==> src/rtl/data_sync_ctrl.sv <==
// data_sync_ctrl
// Destination-side controller for a multi-bit clock-domain crossing.
// The source raises a request (already passed through a 2-flop bit
// synchronizer), holds its data bus steady, and waits for ACK. This block
// captures the bus into a stable register once the consumer is ready,
// strobes ENABLE_PULSE for one cycle and raises ACK until the request
// drops. A request that never drops is abandoned after TIMEOUT_CYCLES
// cycles of ACK, and the block then waits for the request to go low
// before it will accept another word.

module data_sync_ctrl #(
  parameter int unsigned BUS_WIDTH      = 8,
  parameter int unsigned TIMEOUT_CYCLES = 255
) (
  input  logic                 CLK,
  input  logic                 RST,
  input  logic                 REQ_SYNC,
  input  logic [BUS_WIDTH-1:0] UNSYNC_BUS,
  input  logic                 DST_READY,
  output logic [BUS_WIDTH-1:0] SYNC_BUS,
  output logic                 ENABLE_PULSE,
  output logic                 ACK,
  output logic                 BUSY,
  output logic                 TIMEOUT_ERR
);

  // Counter is just wide enough to hold TIMEOUT_CYCLES; a disabled
  // timeout still gets a 1-bit counter so the declarations stay legal.
  localparam int unsigned CNT_W =
    (TIMEOUT_CYCLES == 0) ? 1 : $clog2(TIMEOUT_CYCLES + 1);

  localparam bit TIMEOUT_EN = (TIMEOUT_CYCLES != 0);

  // The counter reads k-1 during the k-th cycle of ACK_HI, so the
  // last permitted cycle is the one where it equals TIMEOUT_CYCLES-1.
  localparam logic [CNT_W-1:0] CNT_LAST =
    CNT_W'((TIMEOUT_CYCLES == 0) ? 0 : TIMEOUT_CYCLES - 1);

  typedef enum logic [1:0] {
    ST_WAIT_LOW = 2'd0,
    ST_IDLE     = 2'd1,
    ST_WAIT_DST = 2'd2,
    ST_ACK_HI   = 2'd3
  } state_t;

  state_t               state_q, state_d;
  logic [BUS_WIDTH-1:0] sync_bus_q, sync_bus_d;
  logic                 enable_pulse_q, enable_pulse_d;
  logic                 ack_q, ack_d;
  logic                 timeout_err_q, timeout_err_d;
  logic [CNT_W-1:0]     cnt_q, cnt_d;

  // Next-state and next-output decode for the handshake sequencer.
  always_comb begin
    state_d        = state_q;
    sync_bus_d     = sync_bus_q;
    enable_pulse_d = 1'b0;
    ack_d          = ack_q;
    timeout_err_d  = 1'b0;
    cnt_d          = cnt_q;

    case (state_q)
      ST_WAIT_LOW: begin
        // A request that was already high (across reset or after a
        // timeout) must be seen low before it can start a transfer.
        ack_d = 1'b0;
        if (!REQ_SYNC) begin
          state_d = ST_IDLE;
        end
      end

      ST_IDLE: begin
        if (REQ_SYNC) begin
          if (DST_READY) begin
            sync_bus_d     = UNSYNC_BUS;
            enable_pulse_d = 1'b1;
            ack_d          = 1'b1;
            cnt_d          = '0;
            state_d        = ST_ACK_HI;
          end else begin
            state_d = ST_WAIT_DST;
          end
        end
      end

      ST_WAIT_DST: begin
        // A request withdrawn while waiting for the consumer is treated
        // as aborted, even if the consumer becomes ready on the same edge.
        ack_d = 1'b0;
        if (!REQ_SYNC) begin
          state_d = ST_IDLE;
        end else if (DST_READY) begin
          sync_bus_d     = UNSYNC_BUS;
          enable_pulse_d = 1'b1;
          ack_d          = 1'b1;
          cnt_d          = '0;
          state_d        = ST_ACK_HI;
        end
      end

      ST_ACK_HI: begin
        // Normal completion wins over a timeout expiring on the same edge.
        cnt_d = cnt_q + CNT_W'(1);
        if (!REQ_SYNC) begin
          ack_d   = 1'b0;
          state_d = ST_IDLE;
        end else if (TIMEOUT_EN && (cnt_q == CNT_LAST)) begin
          ack_d         = 1'b0;
          timeout_err_d = 1'b1;
          state_d       = ST_WAIT_LOW;
        end
      end

      default: begin
        ack_d   = 1'b0;
        state_d = ST_WAIT_LOW;
      end
    endcase
  end

  // State and output registers; reset returns everything to a safe,
  // busy, non-acknowledging state with a cleared data register.
  always_ff @(posedge CLK) begin
    if (RST) begin
      state_q        <= ST_WAIT_LOW;
      sync_bus_q     <= '0;
      enable_pulse_q <= 1'b0;
      ack_q          <= 1'b0;
      timeout_err_q  <= 1'b0;
      cnt_q          <= '0;
    end else begin
      state_q        <= state_d;
      sync_bus_q     <= sync_bus_d;
      enable_pulse_q <= enable_pulse_d;
      ack_q          <= ack_d;
      timeout_err_q  <= timeout_err_d;
      cnt_q          <= cnt_d;
    end
  end

  assign SYNC_BUS     = sync_bus_q;
  assign ENABLE_PULSE = enable_pulse_q;
  assign ACK          = ack_q;
  assign TIMEOUT_ERR  = timeout_err_q;
  assign BUSY         = (state_q != ST_IDLE);

`ifndef SYNTHESIS
  // The two strobes describe mutually exclusive events.
  a_strobes_exclusive : assert property (
    @(posedge CLK) !(enable_pulse_q && timeout_err_q))
    else $error("data_sync_ctrl: ENABLE_PULSE and TIMEOUT_ERR both high");

  // ENABLE_PULSE lasts a single cycle.
  a_pulse_single : assert property (
    @(posedge CLK) disable iff (RST) enable_pulse_q |=> !enable_pulse_q)
    else $error("data_sync_ctrl: ENABLE_PULSE longer than one cycle");

  // TIMEOUT_ERR lasts a single cycle.
  a_err_single : assert property (
    @(posedge CLK) disable iff (RST) timeout_err_q |=> !timeout_err_q)
    else $error("data_sync_ctrl: TIMEOUT_ERR longer than one cycle");

  // ACK is high exactly while the sequencer sits in ACK_HI.
  a_ack_state : assert property (
    @(posedge CLK) ack_q == (state_q == ST_ACK_HI))
    else $error("data_sync_ctrl: ACK inconsistent with state");
`endif

endmodule

==> config.mk <==
export PLATFORM = sky130hd
export DESIGN_NAME = data_sync_ctrl
export DESIGN_NICKNAME = d
export VERILOG_FILES = /design/src/rtl/data_sync_ctrl.sv
export SDC_FILE = /design/constraint.sdc
export NUM_CORES = 1
export LEC_CHECK = 0
export BUFFER_PORTS_ARGS = -buffer_cell sky130_fd_sc_hd__buf_2
export CORE_MARGIN = 2
export CORE_UTILIZATION = 45
export CTS_CLUSTER_SIZE = 28
export DETAILED_ROUTE_END_ITERATION = 10
export PLACE_DENSITY = 0.68
export SYNTH_ARGS = -nofsm -noshare
export SYNTH_HDL_FRONTEND = slang
export SYNTH_SLANG_ARGS = --single-unit
==> constraint.sdc <==
create_clock -name CLK -period 4.18 [get_ports CLK]
set_input_delay 0.836 -clock CLK [delete_from_list [all_inputs] [get_ports CLK]]
set_output_delay 0.836 -clock CLK [all_outputs]
set_load 0.02 [all_outputs]
# Word level (Yosys, flattened, before mapping)
# Index checks and enable logic that the tools add are counted.
# word_totals
reg_bits	21
latchBits	0
ram_bits	0
mem_bits_ro	0
inputBits	12
output_inout_bits	12
wordCells	50
mem_count	0
# op_classes
add_sub_neg	1
multipliers	0
n_div	0
n_lt_le_gt_ge	0
eq_ne	12
n_shift	0
muxes	19
bitwise_logic	3
n_reduce_logical	9
# op_table
op	n
$mux 8	2
$pmux 8 s2	1
$mux 2	6
$reduce_and 3->1	3
$add 8x1->8 const B	1
$eq 8x8->1 const B	1
$mux 1	8
$pmux 2 s4	1
$ne 2x1->1 const B	3
$ne 2x2->1 const B	3
$ne 3x3->1 const B	2
$eq 2x2->1 const B	2
$pmux 1 s4	1
$reduce_and 4->1	1
$reduce_or 2->1	2
$not 1->1	3
$reduce_or 3->1	1
$eq 2x1->1 const B	1
$logic_not 2->1	1
$reduce_bool 2->1	1

# Longest topological paths before layout
# depth
ltp_word	4
depth_mapped	6
mapped_depth_nobuf	6

# Worst setup path after synthesis
# Ideal clock, no wire load.
# synth_timing
path_kind	input to register
startpoint	in DST_READY
endpoint	reg cnt_q[1]
setup_time_ps	143
arrival_time_ps	1558
required_time_ps	4037
setup_slack_ps	2479
stages	4
path_buffers	1
cell_sequence	buf_2 a21boi_4 o31ai_2 a211oi_1
# synth_via
elab_chain_len	2
# synth_rtl
item	line	rtl
start: declaration	19	input logic DST_READY,
$ne 2x1->1 (no source line)	--	
$reduce_and 3->1 (no source line)	--	
end signal: assignment	137	cnt_q <= cnt_d;
end: declaration	51	logic [CNT_W-1:0] cnt_q, cnt_d;
# No other way between the ends.
# A chain may end at the register's enable or synchronous reset.

# Worst setup path in the final report
# layout_timing
startpoint	reg state_q[1]
endpoint	out BUSY
# layout_via
elab_chain_len	1
# layout_rtl
item	line	rtl
start: declaration	46	state_t state_q, state_d;
start signal: assignment	132	state_q <= state_d;
$ne 2x1->1	145	assign BUSY = (state_q != ST_IDLE);
end: declaration	23	output logic BUSY,
# No other way between the ends.

==> impl_metrics.csv <==
group,metric,value,unit
outcome,status,"complete, no violations",
setup_path,cp_common_cell,"inv_1",
cts,clk_latency,0.30,ns
sta,fin_tns_setup,0,ns
synthesis,synth-seq-area-share,39.4,%
sta,finalClockSkew,0.00652,ns
cells_and_area,final_layout_size_suffix_gt1_share,25.7,%
detailed_routing,wl_per_cell,11.8,um
floorplanning,rows,17,
place,gp_congestion,0.842,
synthesis,avgSynthCellArea,9.11,sq um
cts,postCtsHoldBufs,0,
cts,cts-resized-gates,0,
pwr,power_density,387,nW/um^2
setup_path,slowest_delay,0.40,ns
cts,cts_made_buffers,3,
cts,cts-root-buf,"clkbuf_4",
grt,grt_pass1_vias,686,
sta,setup_viol,0,
place,placed_cell_area,1190,sq um
cts,clk_path_buf_depth,2,
setup_path,crit_type,"reg -> out",
detailed_routing,drtPass1Iterations,4,
cts,htree_levels,1,
detailed_routing,drc,0,
synthesis,ys.flop_type,"dfxtp_1",
setup_path,cp-start-kind,"register",
detailed_routing,detail-route-antenna-nets,0,
job,max-cap-violations,0,
pwr,max-vdd-ir-drop,0.000237,V
sta,clock.fmax,0.466,GHz
synthesis,synth_most_common_cell,"dfxtp_1",
min_path,hold_class,"reg -> reg",
floorplanning,ios,24,
floorplanning,coreArea,2230,sq um
synthesis,syn_nets,136,
synthesis,synth_area_leaders,"dfxtp_1 (39%), ha_1 (8.2%), nand2_1 (6.7%), xnor2_1 (4.9%), a21oi_1 (4.7%)",
cells_and_area,nNetsFinal,160,
pwr,power.leakage,0.484,nW
sta,finalMaxSlewViolations,0,
floorplanning,dieHeight,52.7,um
grt,antenna_found_initial,0,
detailed_routing,finalWirelength,1.99,mm
grt,grt_max_degree,16,
cells_and_area,design_area,1220,sq um
setup_path,required,3.34,ns
synthesis,synth_seq_cells,21,
synthesis,synth_common_cells,"dfxtp_1 (21), nand2_1 (19), a21oi_1 (10), nor2_1 (9), ha_1 (7)",
synthesis,yosysUniqueCellTypes,37,
synthesis,syn_area,1070,sq um
detailed_routing,vias,878,
cts,cts.sinks,21,
synthesis,async_reset_ff_share,0,%
cts,postCtsSetupBuffers,0,
synthesis,netlist.area_leader.share,39.4,%
place,portBuffers,23,
cells_and_area,n_antenna_cell,0,
setup_path,crit_fanout,5,
sta,fin_crit_sh,51.4,%
cts,path_clk_slew,0.12,ns
sta,slew_headroom,60.2,%
cts,cts_tree,"done",
cells_and_area,area_growth,14.3,%
grt,grt_pass1_wl,3.13,mm
setup_path,end_kind,"output pin",
detailed_routing,viasPerCell,5.23,
floorplanning,start_util,47.7,%
sta,rsz0062_at_grt,"false",
detailed_routing,first_iter_violations,18,
synthesis,synth_cells,117,
sta,period_needed,2.15,ns
synthesis,synth_edf_count,0,
floorplanning,die_area,2770,sq um
floorplanning,die_x,52.7,um
synthesis,synth.yosys.warnings,0,
place,dp_hpwl,1.47,mm
grt,track_usage,15.3,%
setup_path,slowest_stage,"dfxtp_1",
setup_path,worstPathCellList,"inv_1 > ha_1 > inv_1 > buf_2",
synthesis,synth_top_area_cell,"dfxtp_1",
sta,hold_viol_final,0,
setup_path,crit_arrival,1.31,ns
sta,tightest_slew,0.593,ns
grt,overflow,0,
## where the power goes
group          internal (mW)  switching [mW]
combinational         0.0568          0.0864
clock                 0.0356          0.0627
sequential             0.216          0.0144
## final timing paths
kind / from / slack, ns / depth (start not counted) / endpoint
hold reg to reg: SYNC_BUS[3] / 0.46 / 2 / SYNC_BUS[3]
hold / removal: SYNC_BUS[3] / 0.46 / 2 / SYNC_BUS[3]
setup / recovery: state_q[1] / 2.03 / 4 / BUSY
setup reg to reg: state_q[0] / 2.33 / 5 / cnt_q[7]
## per-layer routing
metal	track usage [%]	share of wire [%]	vias up	wire, um
met5	0	0	-	0
met4	7.69	0.86	0	17
met3	2.86	4.8	2	95
met2	24.2	49	17	981
met1	19.7	45	402	892
li1	-	-	457	-
## metrics by stage
stage | utilization [%] | hold WS (ns) | cells | total power [mW] | worst slack (ns)
2_1_floorplan | - | 0.484 | 117 | 0.344 | 2.48
3_3_place_gp | 53.3 | 0.437 | 164 | 0.373 | 2.27
3_5_place_dp | 53.3 | 0.446 | 164 | 0.378 | 2.26
4_1_cts | 54.6 | 0.464 | 168 | 0.475 | 2.04
5_1_grt | 54.6 | 0.482 | 168 | 0.498 | 1.99
6_report | 54.6 | 0.461 | 168 | 0.472 | 2.03
## state kept, by name (all words and copies together) (netlist names)
signal	flops
ENABLE_PULSE	1
state_q	2
TIMEOUT_ERR	1
ACK	1
SYNC_BUS	8
cnt_q	8
## cells by family after synthesis
logic type / Yosys count / synth area share [%]
AO/OA/AOI/OAI: 26 / 19.6
XOR/XNOR: 6 / 4.93
adder cells (fa/ha/maj): 7 / 8.22
buffers and inverters: 9 / 4.11
flip-flops: 21 / 39.4
AND/OR/NAND/NOR: 48 / 23.7
## area by class of cell
cell class | instances | area (sq um)
clock buffer | 3 | 22.5
clock inverter | 1 | 5.00
fill | 224 | 1010
inverter | 5 | 18.8
multi-input combinational | 87 | 602
sequential | 21 | 420
tap | 28 | 35.0
timing repair buffer | 23 | 115
## worst max-delay path, delay by kind of cell, from the launching register on
kind | cells | cell delay [ns]
DFF | 1 | 0.40
adders and majority gates | 1 | 0.27
buffers and inverters | 3 | 0.34
## layout by cell type, fill, tap and decap left out, drive strengths merged, types with 2 or more instances in the layout
cell     n
xnor2    6
a31oi    2
o22ai    2
inv      5
nand2   19
nor3     4
nand4    2
nor2b    2
buf     23
ha       7
o21ai    2
nor2     9
dfxtp   21
a21oi   11
nand3    4
clkbuf   3
nand2b   2
Note: power is estimated with default switching activity, not from simulation.
